`src/rtl/siso_shift_ctrl.sv`:
```
// Loopback controller for an external DEPTH-stage SISO shift register: serialises a word LSB-first,
// flushes the chain with zeros, reassembles the word from data_out and flags any corruption.
module siso_shift_ctrl #(
    parameter int WIDTH = 8,
    parameter int DEPTH = 4
) (
    input  logic             clk,
    input  logic             rst,
    input  logic             in_valid,
    input  logic [WIDTH-1:0] in_data,
    output logic             in_ready,
    output logic             sr_shift_en,
    output logic             sr_data_in,
    input  logic             sr_data_out,
    output logic             out_valid,
    output logic [WIDTH-1:0] out_data,
    input  logic             out_ready,
    output logic             mismatch,
    output logic             busy
);

    localparam int CW = $clog2(WIDTH + DEPTH + 1);
    localparam logic [CW-1:0] CNT_ONE  = CW'(1);
    localparam logic [CW-1:0] CNT_CAP  = CW'(DEPTH);
    localparam logic [CW-1:0] CNT_DATA = CW'(WIDTH);
    localparam logic [CW-1:0] CNT_LAST = CW'(WIDTH + DEPTH - 1);

    typedef enum logic [1:0] {
        ST_IDLE  = 2'd0,
        ST_SHIFT = 2'd1,
        ST_DONE  = 2'd2
    } state_t;

    state_t           state_r;
    state_t           state_s;
    logic [CW-1:0]    cnt_r;
    logic [WIDTH-1:0] tx_sr_r;
    logic [WIDTH-1:0] rx_sr_r;
    logic [WIDTH-1:0] rx_next_s;
    logic [WIDTH-1:0] tx_vec_s;
    logic             accept_s;

    // State register
    always_ff @(posedge clk) begin
        if (rst) begin
            state_r <= ST_IDLE;
        end else begin
            state_r <= state_s;
        end
    end

    // Next-state decode
    always_comb begin
        state_s  = state_r;
        accept_s = 1'b0;
        case (state_r)
            ST_IDLE: begin
                if (in_valid && in_ready) begin
                    accept_s = 1'b1;
                    state_s  = ST_SHIFT;
                end else begin
                    state_s = ST_IDLE;
                end
            end
            ST_SHIFT: begin
                if (cnt_r == CNT_LAST) begin
                    state_s = ST_DONE;
                end else begin
                    state_s = ST_SHIFT;
                end
            end
            ST_DONE: begin
                if (out_ready) begin
                    state_s = ST_IDLE;
                end else begin
                    state_s = ST_DONE;
                end
            end
            default: begin
                state_s = ST_IDLE;
            end
        endcase
    end

    // Received bits enter at the MSB so the first captured bit ends up in bit 0
    always_comb begin
        rx_next_s            = rx_sr_r >> 1;
        rx_next_s[WIDTH-1]   = sr_data_out;
        tx_vec_s             = tx_sr_r >> cnt_r;
    end

    // Word, capture and cycle counter registers
    always_ff @(posedge clk) begin
        if (rst) begin
            cnt_r   <= {CW{1'b0}};
            tx_sr_r <= {WIDTH{1'b0}};
            rx_sr_r <= {WIDTH{1'b0}};
        end else if (accept_s) begin
            cnt_r   <= {CW{1'b0}};
            tx_sr_r <= in_data;
            rx_sr_r <= {WIDTH{1'b0}};
        end else if (state_r == ST_SHIFT) begin
            cnt_r <= cnt_r + CNT_ONE;
            if (cnt_r >= CNT_CAP) begin
                rx_sr_r <= rx_next_s;
            end else begin
                rx_sr_r <= rx_sr_r;
            end
        end else begin
            cnt_r   <= cnt_r;
            tx_sr_r <= tx_sr_r;
            rx_sr_r <= rx_sr_r;
        end
    end

    // Output decode from registered state; in_ready is also held low while reset is applied
    always_comb begin
        in_ready    = 1'b0;
        sr_shift_en = 1'b0;
        sr_data_in  = 1'b0;
        out_valid   = 1'b0;
        mismatch    = 1'b0;
        busy        = 1'b1;
        out_data    = rx_sr_r;
        case (state_r)
            ST_IDLE: begin
                in_ready = !rst;
                busy     = 1'b0;
            end
            ST_SHIFT: begin
                sr_shift_en = 1'b1;
                if (cnt_r < CNT_DATA) begin
                    sr_data_in = tx_vec_s[0];
                end else begin
                    sr_data_in = 1'b0;
                end
            end
            ST_DONE: begin
                out_valid = 1'b1;
                mismatch  = (rx_sr_r != tx_sr_r);
            end
            default: begin
                busy = 1'b0;
            end
        endcase
    end

endmodule
```
`config.mk`:
```
export PLATFORM = sky130hd
export DESIGN_NAME = siso_shift_ctrl
export DESIGN_NICKNAME = d
export VERILOG_FILES = /design/src/rtl/siso_shift_ctrl.sv
export SDC_FILE = /design/constraint.sdc
export NUM_CORES = 1
export LEC_CHECK = 0
export ABC_AREA = 0
export BUFFER_PORTS_ARGS = -buffer_cell sky130_fd_sc_hd__buf_2
export CORE_AREA = 2 2 48 84
export DETAILED_ROUTE_END_ITERATION = 7
export DIE_AREA = 0 0 50 86
export PLACE_DENSITY = 0.51
export RECOVER_POWER = 100
export SLEW_MARGIN = 20
export SYNTH_ARGS = -nofsm -noshare
export SYNTH_HDL_FRONTEND = slang
export SYNTH_SLANG_ARGS = --single-unit
export TNS_END_PERCENT = 30
```
`constraint.sdc`:
```
create_clock -name clk -period 1.5 [get_ports clk]
set_clock_uncertainty 0.2 [all_clocks]
set_input_delay 0.225 -clock clk [delete_from_list [all_inputs] [get_ports clk]]
set_output_delay 0.225 -clock clk [all_outputs]
set_load 0.005 [all_outputs]
```
After elaboration in Yosys (flattened, before gate mapping)

Index checks and enable logic that the tools add are counted.

$add $sub $neg: 1
$mul: 0
Divide/modulo/power cells: 0
Magnitude comparators: 2
Equality and inequality tests: 4
Shift-type cells: 1
Multiplexer cells: 13
Bitwise operators: 0
Reductions and logical operators: 6

Operator list:

| operator                                                           | number |
|---|---|
| 2-to-1 mux 1 bit                                                   | 10 |
| != test 8 bit                                                      | 1 |
| >> shifter 8 x 4 -> 1 bit                                          | 1 |
| one-hot mux 2 bit (3 select lines)                                 | 1 |
| adder 4 x 1 -> 4 bit (second input constant)                       | 1 |
| equality test 4 bit (second input constant)                        | 1 |
| greater-or-equal comparator 4 x 3 -> 1 bit (second input constant) | 1 |
| less-than comparator 4 bit (second input constant)                 | 1 |
| 2-to-1 mux 2 bit                                                   | 2 |
| OR reduction 2 bit                                                 | 2 |
| equality test 2 x 1 -> 1 bit (second input constant)               | 1 |
| equality test 2 bit (second input constant)                        | 1 |
| zero test 2 bit                                                    | 1 |
| AND reduction 2 bit                                                | 1 |
| logical AND 1 bit                                                  | 1 |
| zero test 1 bit                                                    | 1 |

Bits in registers: 22
Bits in latches: 0
Bits in writable memories: 0
Bits in read-only memories: 0
Input bits: 13
Output and inout port bits: 14
Logic and storage cells: 31
Memories kept: 0

Longest topological paths before layout

Gate-level depths: netlist (run 1).

Word-level depth: 6
Mapped depth: 6
Gate-level depth less buffers: 5

Worst setup path after synthesis (run 1)

OpenSTA, ideal clock, no wires.

Kind: reg-to-output
Start: reg cnt_r[1]
End: out sr_data_in
Data arrival time: 1.160 ns
Required time: 1.075 ns
Setup slack: -0.085 ns
Stages on the path, launching flop included: 4
Path buffers: 1
Cells stage by stage: dfxtp_1 > buf_6 > mux4_2 > o2111a_1

Longest elaborated chain between the ends: 3
Elaborated cells between the ends (all ways): 4
Those cells by class: 1 x order compare; 1 x shift; 2 x mux

RTL lines:

| element                                                                        | line    | text |
|---|---|---|
| start: declaration                                                             | 36      | `logic [CW-1:0] cnt_r;` |
| start signal: assignment                                                       | 95      | `cnt_r <= {CW{1'b0}};` |
| start signal: assignment                                                       | 99      | `cnt_r <= {CW{1'b0}};` |
| start signal: assignment                                                       | 103     | `cnt_r <= cnt_r + CNT_ONE;` |
| >> shifter 8 x 4 -> 1 bit / less-than comparator 4 bit (equally long branches) | 89, 132 |  |
| 2-to-1 mux 1 bit *                                                             | 132     | `if (cnt_r < CNT_DATA) begin` |
| 2-to-1 mux 1 bit *                                                             | 125     | `case (state_r)` |
| end: declaration                                                               | 13      | `output logic sr_data_in,` |

Every way passes the cells marked *; elsewhere a longest branch is shown, timed or not.

Worst setup path after layout (run 1)

Ends and elaborated chain as after synthesis.

==> results of run 1 <==
[timing repair]
action / CTS / global route
setup buffers: 2 / 0
gates resized for setup: 16 / 6
pin swaps: 4 / 4
endpoints found under the hold margin: 8 / 0
hold buffers: 8 / 0
setup endpoints to repair: 15 / 13
gates cloned: 0 / 0
[area by class of cell]
cell class	count	area, um^2
Clock buffer	4	55.1
Fill cell	377	2080
Inverter	2	7.51
Multi-Input combinational cell	84	604
Sequential cell	22	449
Tap cell	46	57.6
Timing Repair Buffer	50	338
[per-layer routing]
| metal | global-route usage | wire length (um) | vias up | part of all wire |
|---|---|---|---|---|
| li1 | - | - | 474 | - |
| met1 | 0.133 | 969 | 419 | 0.39 |
| met2 | 0.231 | 1370 | 18 | 0.56 |
| met3 | 0.0192 | 78 | 4 | 0.032 |
| met4 | 0.0682 | 42 | 0 | 0.017 |
| met5 | 0 | 0 | - | 0 |
[logic make-up (layout without fill, tap and decap cells)]
group | after synthesis | count (layout)
muxes | 12 | 12
and+or+nand+nor | 42 | 42
AOI/OAI and AO/OA | 14 | 14
xor gates and xnor gates | 11 | 11
adders and majority gates | 5 | 5
buffers and inverters | 8 | 56
DFF | 22 | 22
[power groups by stage]
stage | Clock, mW | Combinational [mW] | Sequential [mW]
detailed placement | 0 | 0.147 | 0.632
CTS | 0.446 | 0.178 | 0.621
global route | 0.463 | 0.196 | 0.622
floorplan | 0 | 0.0820 | 0.629
global placement | 0 | 0.145 | 0.630
finish | 0.431 | 0.177 | 0.620
[Yosys cell counts]
| library cell | instances |
|---|---|
| clkbuf_1 | 2 |
| nand2b_1 | 2 |
| buf_2 | 3 |
| a21boi_0 | 1 |
| o21ai_0 | 1 |
| dfxtp_1 | 22 |
| nand4b_1 | 1 |
| and2_1 | 1 |
| buf_6 | 1 |
| a21oi_1 | 8 |
| nor2b_1 | 2 |
| nand4_1 | 1 |
| ha_1 | 5 |
| o2111a_1 | 1 |
| mux4_2 | 1 |
| nand3_1 | 1 |
| xor2_1 | 10 |
| nand3b_1 | 1 |
| o21ai_4 | 1 |
| nor2_1 | 12 |
| nand2_1 | 19 |
| xnor2_1 | 1 |
| a211oi_1 | 2 |
| nor4_1 | 2 |
| mux2i_1 | 11 |
| inv_1 | 2 |
[path summary, 6_finish.rpt]
| kind | endpoint | cells past startpoint |
|---|---|---|
| worst max-delay path | sr_data_in | 3 |
| worst min-delay path | tx_sr_r[3]$_SDFFE_PP0P_ | 3 |
| worst max register to register | out_data[1]$_SDFFE_PP0P_ | 6 |
| worst min register to register | tx_sr_r[2]$_SDFFE_PP0P_ | 2 |
[registers in the layout, summed over array words and instances, names as in the netlist]
signal    count
out_data      8
tx_sr_r       8
cnt_r         4
state_r       2
[worst min-delay path, delay by kind of cell]
kind	cells	cell delay, ns
AND/OR/NAND/NOR	1	0.05
AO/OA/AOI/OAI	1	0.05
buffers and inverters	1	0.09
[per-stage QoR]
stage	setup WS [ns]	instances
after floorplan	-0.0813	114
after global placement	-0.111	194
after detailed placement	-0.0980	194
after CTS	-0.382	208
after global routing	-0.413	208
final	-0.368	208
==> results.json, run 1 <==
{
  "hp-start": "in_data[3]",
  "rsz0062_at_grt": "true",
  "violations": "negative hold slack, negative setup slack",
  "vias": 915,
  "clk_path_buf_depth": 2,
  "status": "finished, violations left",
  "wire_per_inst_um": 11.8,
  "min_path_type": "in2reg",
  "slew_violations": 0,
  "hold_viol_final": 1,
  "switchingPower_mw": 0.291,
  "drive_gt1_frac": 0.340,
  "area_delta_synth_final_pct": 43.1,
  "grt_pass1_wl_um": 4100,
  "ys_types": 26,
  "fmax_mhz": 535,
  "synth_fa_ha_area_frac": 0.0592,
  "cts_root_buffer": "clkbuf_8",
  "grt_max_degree": 13,
  "yosysTopAreaCell": "dfxtp_1",
  "final_common_cell": "buf_2",
  "cp_slowest_stage_delay_ns": 0.48,
  "vias_per_cell": 4.40,
  "p_leak_nw": 0.729,
  "cp-start-kind": "register",
  "synth_top_family_by_area": "simple AND/OR/NAND/NOR gates",
  "rows": 29,
  "gr-total-overflow": 0,
  "power_frac_seq": 0.505,
  "place_area_mm2": 0.00132,
  "synth-xor-area-share": 0.0912,
  "crit_buf_inv": 1,
  "muxShareOfSynthArea": 0.126,
  "cap_violations": 0,
  "synth_fp_nets": 132,
  "final_core_util": 0.421,
  "numCtsBuffers": 3,
  "critical_path_class": "reg2out",
  "die_area_mm2": 0.00430,
  "cts.clk_slew.worst_paths_ns": 0.08,
  "port-buffer-count": 26,
  "clock_latency_ns": 0.26,
  "power.density_mw_per_mm2": 813,
  "synth_compound_area_frac": 0.0900,
  "ys_seq_area_frac": 0.417,
  "crit_start": "cnt_r[1]$_SDFFE_PP0P_",
  "synth_area_per_cell_um2": 9.26,
  "nNetsFinal": 181,
  "clock_sinks": 22,
  "cts_htree_levels": 1,
  "power.internal_mw": 0.937,
  "regToRegStartpoint": "state_r[1]$_SDFF_PP0_",
  "grt_pass1_vias": 927,
  "hold-worst-slack_ns": -0.000475,
  "fin_ws_ns": -0.368,
  "first_pass_iters": 3,
  "synth_warnings": 0,
  "worstPathCellList": "mux4_2 -> o2111a_1 -> buf_2",
  "worst_pin_slew_ns": 0.365,
  "critical-path-top-delay-family": "multiplexers",
  "final_cell_mix": "buf_2 (24), nand2_1 (19), dfxtp_1 (17)",
  "power.total_mw": 1.23,
  "pwr-share-comb": 0.144,
  "place.gp.congestion": 0.757,
  "endpoint_kind": "output port",
  "fin_tns_setup_ns": -0.875,
  "required_ns": 1.07,
  "yosys.area_share.simple": 0.178,
  "chipHeight_um": 86,
  "antenna_left": 0,
  "diodes": 0,
  "critical_path_arrival_ns": 1.44,
  "hpwl_um": 1930,
  "period_share": 1.25,
  "slowest_stage": "mux4_2",
  "r2r_slack_ns": 0,
  "slew-limit-headroom": 0.756,
  "netlist_top_cells_area": "dfxtp_1 (42%), mux2i_1 (10%), xor2_1 (8.3%)",
  "fin_crit_ns": 1.87,
  "wl_um": 2460,
  "synth_cells": 114,
  "swShare": 0.237,
  "p_clk_frac": 0.351,
  "io_pins": 27,
  "die_x_um": 50,
  "initial_core_util": 0.294,
  "vdd_drop_max_mv": 0.614,
  "syn_area_mm2": 0.00106,
  "cts_tree": "done",
  "drc": 0,
  "track_usage": 0.126,
  "cp_max_fo": 2,
  "antenna_found_initial": 0,
  "ys_ff_latch": 22,
  "fin_area_mm2": 0.00151,
  "drt_iter0_drc": 11,
  "coreArea_mm2": 0.00359,
  "yosys.area.top_type_share": 0.417,
  "setup_viol": 7
}
(Power assumes the default switching activity.)
==> run 2: changes to the inputs <==
Settings changed: PLACE_DENSITY 0.51 to 0.49.
Clock period 1.5 ns to 2.3 ns, I/O delays scaled along.
==> run 2 against run 1 <==
The run now ends clean. Wire length is 9.1% lower. Worst setup slack improved by 0.50 ns. Global-route usage decreased by 1.1 points. First-iteration DRC count is the same. Sequential power is 35% lower. Design area decreased by 16%. Via count shrank 6.7%. Hold slack improved by 0.11 ns. Critical path depth unchanged.
==> results.json, run 2 (synthesis results as in run 1) <==
{
  "swShare": 0.218,
  "final_core_util": 0.353,
  "cts.clk_slew.worst_paths_ns": 0.08,
  "numCtsBuffers": 3,
  "ctsResizeCount": 0,
  "slowest_stage": "mux4_2",
  "die_area_mm2": 0.00430,
  "area_delta_synth_final_pct": 20.0,
  "vias_per_cell": 4.59,
  "min_path_type": "in2reg",
  "power_frac_seq": 0.481,
  "die_x_um": 50,
  "fin_ws_ns": 0.131,
  "endpoint_kind": "output port",
  "coreArea_mm2": 0.00359,
  "power.density_mw_per_mm2": 665,
  "wire_per_inst_um": 12.0,
  "antenna_found_initial": 0,
  "grt_pass1_vias": 827,
  "grt_pass1_wl_um": 3740,
  "hp-start": "in_data[6]",
  "cts_root_buffer": "clkbuf_8",
  "cts_htree_levels": 1,
  "final_common_cell": "dfxtp_1",
  "cp_slowest_stage_delay_ns": 0.54,
  "crit_cells": 3,
  "hold_depth": 3,
  "cts_setup_buffers": 0,
  "fin_tns_setup_ns": 0,
  "first_pass_iters": 3,
  "crit_start": "cnt_r[1]$_SDFFE_PP0P_",
  "fmax_mhz": 461,
  "cts_tree": "done",
  "vdd_drop_max_mv": 0.420,
  "reg2reg_depth": 6,
  "pre_cts_ws_ns": 0.410,
  "antenna_left": 0,
  "crit_buf_inv": 1,
  "final_cell_mix": "dfxtp_1 (22), nand2_1 (19), buf_2 (18)",
  "hold-worst-slack_ns": 0.107,
  "diodes": 0,
  "drc": 0,
  "cp_max_fo": 6,
  "hpwl_um": 1780,
  "rsz0062_at_grt": "false",
  "hold_viol_final": 0,
  "fin_area_mm2": 0.00127,
  "chipHeight_um": 86,
  "initial_core_util": 0.294,
  "wl_um": 2240,
  "slew_violations": 0,
  "clock_latency_ns": 0.27,
  "critical_path_class": "reg2out",
  "period_share": 0.943,
  "drive_gt1_frac": 0.164,
  "gr-total-overflow": 0,
  "vias": 854,
  "worstPathCellList": "mux4_2 -> o2111a_1 -> clkbuf_1",
  "power.internal_mw": 0.659,
  "pwr-share-comb": 0.086,
  "io_pins": 27,
  "rows": 29,
  "drt_iter0_drc": 11,
  "worst_pin_slew_ns": 0.948,
  "port-buffer-count": 26,
  "track_usage": 0.115,
  "nNetsFinal": 159,
  "p_clk_frac": 0.433,
  "clock_sinks": 22,
  "setup_viol": 0,
  "grt_max_degree": 14,
  "status": "completed",
  "ctsHoldBuffers": 0,
  "critical_path_arrival_ns": 1.62,
  "clk_path_buf_depth": 2,
  "critical-path-top-delay-family": "multiplexers",
  "required_ns": 1.75,
  "p_leak_nw": 0.593,
  "switchingPower_mw": 0.184,
  "place.gp.congestion": 0.782,
  "fin_crit_ns": 2.17,
  "slew-limit-headroom": 0.364,
  "cp-start-kind": "register",
  "regToRegStartpoint": "state_r[1]$_SDFF_PP0_",
  "cap_violations": 0,
  "place_area_mm2": 0.00122
}
==> run 2: cell count changes in the layout (fill, tap and decap cells not counted), moves of 4 or more <==
cell | previous run | this run
buf_4 | 8 | 0
dlygate4sd3_1 | 8 | 0
clkbuf_1 | 3 | 10
buf_2 | 24 | 18
buf_6 | 5 | 0
dfxtp_1 | 17 | 22
dfxtp_2 | 4 | 0
==> run 2: cell type report <==
class | count | area (um^2)
Tap cell | 46 | 57.6
Multi-Input combinational cell | 84 | 563
Timing Repair Buffer | 28 | 128
Inverter | 2 | 7.51
Sequential cell | 22 | 440
Clock inverter | 1 | 30.0
Clock buffer | 3 | 41.3
Fill cell | 386 | 2320
==> run 2: final timing paths <==
| check | end | slack [ns] |
|---|---|---|
| setup reg to reg | out_data[5]$_SDFFE_PP0P_ | 0.29 |
| hold reg to reg | tx_sr_r[0]$_SDFFE_PP0P_ | 0.29 |
| setup / recovery | sr_data_in | 0.13 |
| hold / removal | tx_sr_r[6]$_SDFFE_PP0P_ | 0.11 |
==> run 2: worst register-to-register path, cell delays in order, from the launching register on <==
cell,delay (ns)
dfxtp_1,0.36
inv_1,0.07
ha_1,0.18
clkbuf_1,0.20
o21ai_1,0.56
mux2i_1,0.28
nor2_1,0.05
==> run 2: power by group through the flow <==
stage                     Clock, mW  Sequential, mW  Combinational [mW]
after global placement            0           0.414              0.0781
after CTS                     0.374           0.405              0.0796
final                         0.365           0.405              0.0729
after floorplan                   0           0.410              0.0535
after global routing          0.389           0.408              0.0845
after detailed placement          0           0.415              0.0790
==> run 2: layer usage <==
metal  track usage  part of all wire  up-vias
li1              -                 -      434
met1         0.114              0.40      396
met2         0.209              0.53       19
met3        0.0226             0.042        5
met4        0.0758             0.027        0
met5             0                 0        -
==> run 2: stage by stage <==
step,total power [mW],std cells
finish,0.843,186
global route,0.881,186
CTS,0.859,186
detailed placement,0.494,182
global placement,0.493,182
floorplan,0.464,114
==> run 3: changes to the inputs <==
Settings changed: CELL_PAD_IN_SITES_DETAIL_PLACEMENT set to 1, CELL_PAD_IN_SITES_GLOBAL_PLACEMENT set to 2, PLACE_DENSITY 0.49 to 0.74.
==> run 3 against run 2 <==
Via count up 1.3%. Design area down 1.1%. Count of clock-buffer cells in the layout up 1. Maximum frequency down 0.46%. Largest power group unchanged. Largest cell class unchanged. Utilization down 0.38 points. Cell count unchanged. Flip-flop and latch count unchanged. Combinational power up 3.0%. Global-route usage up 1.4 points. Clock power down 23%. Sequential power about the same.
==> results.json, run 3 (synthesis results as in run 1) <==
{
  "status": "completed",
  "power.internal_mw": 0.580,
  "drc": 0,
  "r2r_slack_ns": 0.26,
  "die_area_mm2": 0.00430,
  "hp-start": "in_data[5]",
  "multi_input_area_um2": 563,
  "period_share": 0.947,
  "fill_cells": 440,
  "p_clk_frac": 0.368,
  "crit_buf_inv": 1,
  "hold_end": "tx_sr_r[5]$_SDFFE_PP0P_",
  "cp_max_fo": 6,
  "grt_max_degree": 13,
  "place_area_mm2": 0.00122,
  "pwr-share-comb": 0.099,
  "slowest_stage": "mux4_2",
  "wire_per_inst_um": 13.3,
  "ctsHoldBuffers": 0,
  "numCtsBuffers": 3,
  "vias": 865,
  "min_path_type": "in2reg",
  "antenna_left": 0,
  "track_usage": 0.129,
  "final_cell_mix": "dfxtp_1 (22), nand2_1 (19), buf_2 (17)",
  "drive_gt1_frac": 0.164,
  "cp-start-kind": "register",
  "rsz0062_at_grt": "false",
  "fin_ws_ns": 0.121,
  "swShare": 0.237,
  "place.gp.congestion": 0.775,
  "critical-path-top-delay-family": "multiplexers",
  "first_pass_iters": 3,
  "power.total_mw": 0.760,
  "clk_path_buf_depth": 2,
  "fin_crit_ns": 2.18,
  "regToRegStartpoint": "state_r[1]$_SDFF_PP0_",
  "grt_pass1_vias": 888,
  "power.density_mw_per_mm2": 606,
  "reg2reg_depth": 6,
  "critical_path_arrival_ns": 1.63,
  "vdd_drop_max_mv": 0.311,
  "diodes": 0,
  "hold_depth": 3,
  "port-buffer-count": 26,
  "switchingPower_mw": 0.180,
  "fin_area_mm2": 0.00125,
  "vias_per_cell": 4.65,
  "area_delta_synth_final_pct": 18.7,
  "coreArea_mm2": 0.00359,
  "antenna_found_initial": 0,
  "slew-limit-headroom": 0.375,
  "initial_core_util": 0.294,
  "setup_viol": 0,
  "reg2reg_to": "out_data[5]$_SDFFE_PP0P_",
  "ctsResizeCount": 0,
  "worst_pin_slew_ns": 0.931,
  "cts_root_buffer": "clkbuf_8",
  "clock_sinks": 22,
  "pre_cts_ws_ns": 0.399,
  "cts_tree": "done",
  "fmax_mhz": 459,
  "nNetsFinal": 159,
  "fin_tns_setup_ns": 0,
  "wl_um": 2470,
  "hpwl_um": 2010,
  "cts_htree_levels": 1,
  "seq_area_um2": 440,
  "chipHeight_um": 86,
  "slew_violations": 0,
  "die_x_um": 50,
  "cap_violations": 0,
  "rows": 29,
  "io_pins": 27,
  "cts.clk_slew.worst_paths_ns": 0.08,
  "grt_pass1_wl_um": 4210,
  "final_common_cell": "dfxtp_1",
  "hold_viol_final": 0,
  "critical_path_class": "reg2out",
  "cts_setup_buffers": 0,
  "drt_iter0_drc": 8,
  "clock_latency_ns": 0.27,
  "gr-total-overflow": 0,
  "p_leak_nw": 0.584,
  "power_frac_seq": 0.533,
  "endpoint_kind": "output port",
  "cp_slowest_stage_delay_ns": 0.53,
  "worstPathCellList": "mux4_2 -> o2111a_1 -> buf_2",
  "required_ns": 1.75
}
run 3: worst min-delay path, cell delays in order:
cell and delay, ns:
buf_2 0.09, nand2_1 0.04, a21oi_1 0.05
run 3: per-stage QoR:
stage / instances / utilization / hold WS, ns
6_report: 186 / 0.349 / 0.109
5_1_grt: 186 / 0.349 / 0.115
4_1_cts: 186 / 0.356 / 0.107
3_3_place_gp: 182 / 0.341 / 0.287
2_1_floorplan: 114 / - / 0.258
3_5_place_dp: 182 / 0.341 / 0.282
run 3: metal layers:
metal	routed length [um]	track usage	vias up
met2	1340	0.234	19
li1	-	-	432
met1	1020	0.142	409
met3	63	0.0157	5
met4	55	0.0682	0
met5	0	0	-
run 3: power groups by stage:
stage	sequential (mW)	combinational [mW]	clock [mW]
floorplan	0.410	0.0535	0
global placement	0.414	0.0784	0
detailed placement	0.415	0.0804	0
CTS	0.406	0.0811	0.290
global route	0.408	0.0873	0.303
finish	0.406	0.0751	0.280
run 3: layout make-up:
class,count,share of cell area
Multi-Input combinational cell,84,0.449
Sequential cell,22,0.351
Timing Repair Buffer,28,0.104
Tap cell,46,0.0459
Clock buffer,4,0.0439
Inverter,2,0.00599
run 3: worst max-delay path by stage:
| stage | start | to | depth (start not counted) |
|---|---|---|---|
| 3_3_place_gp | cnt_r[1]$_SDFFE_PP0P_ | sr_data_in | 3 |
| 5_1_grt | cnt_r[1]$_SDFFE_PP0P_ | sr_data_in | 3 |
| 6_report | cnt_r[1]$_SDFFE_PP0P_ | sr_data_in | 3 |
| 3_5_place_dp | cnt_r[1]$_SDFFE_PP0P_ | sr_data_in | 3 |
| 4_1_cts | cnt_r[1]$_SDFFE_PP0P_ | sr_data_in | 3 |
| 2_1_floorplan | cnt_r[1]$_SDFFE_PP0P_ | sr_data_in | 3 |
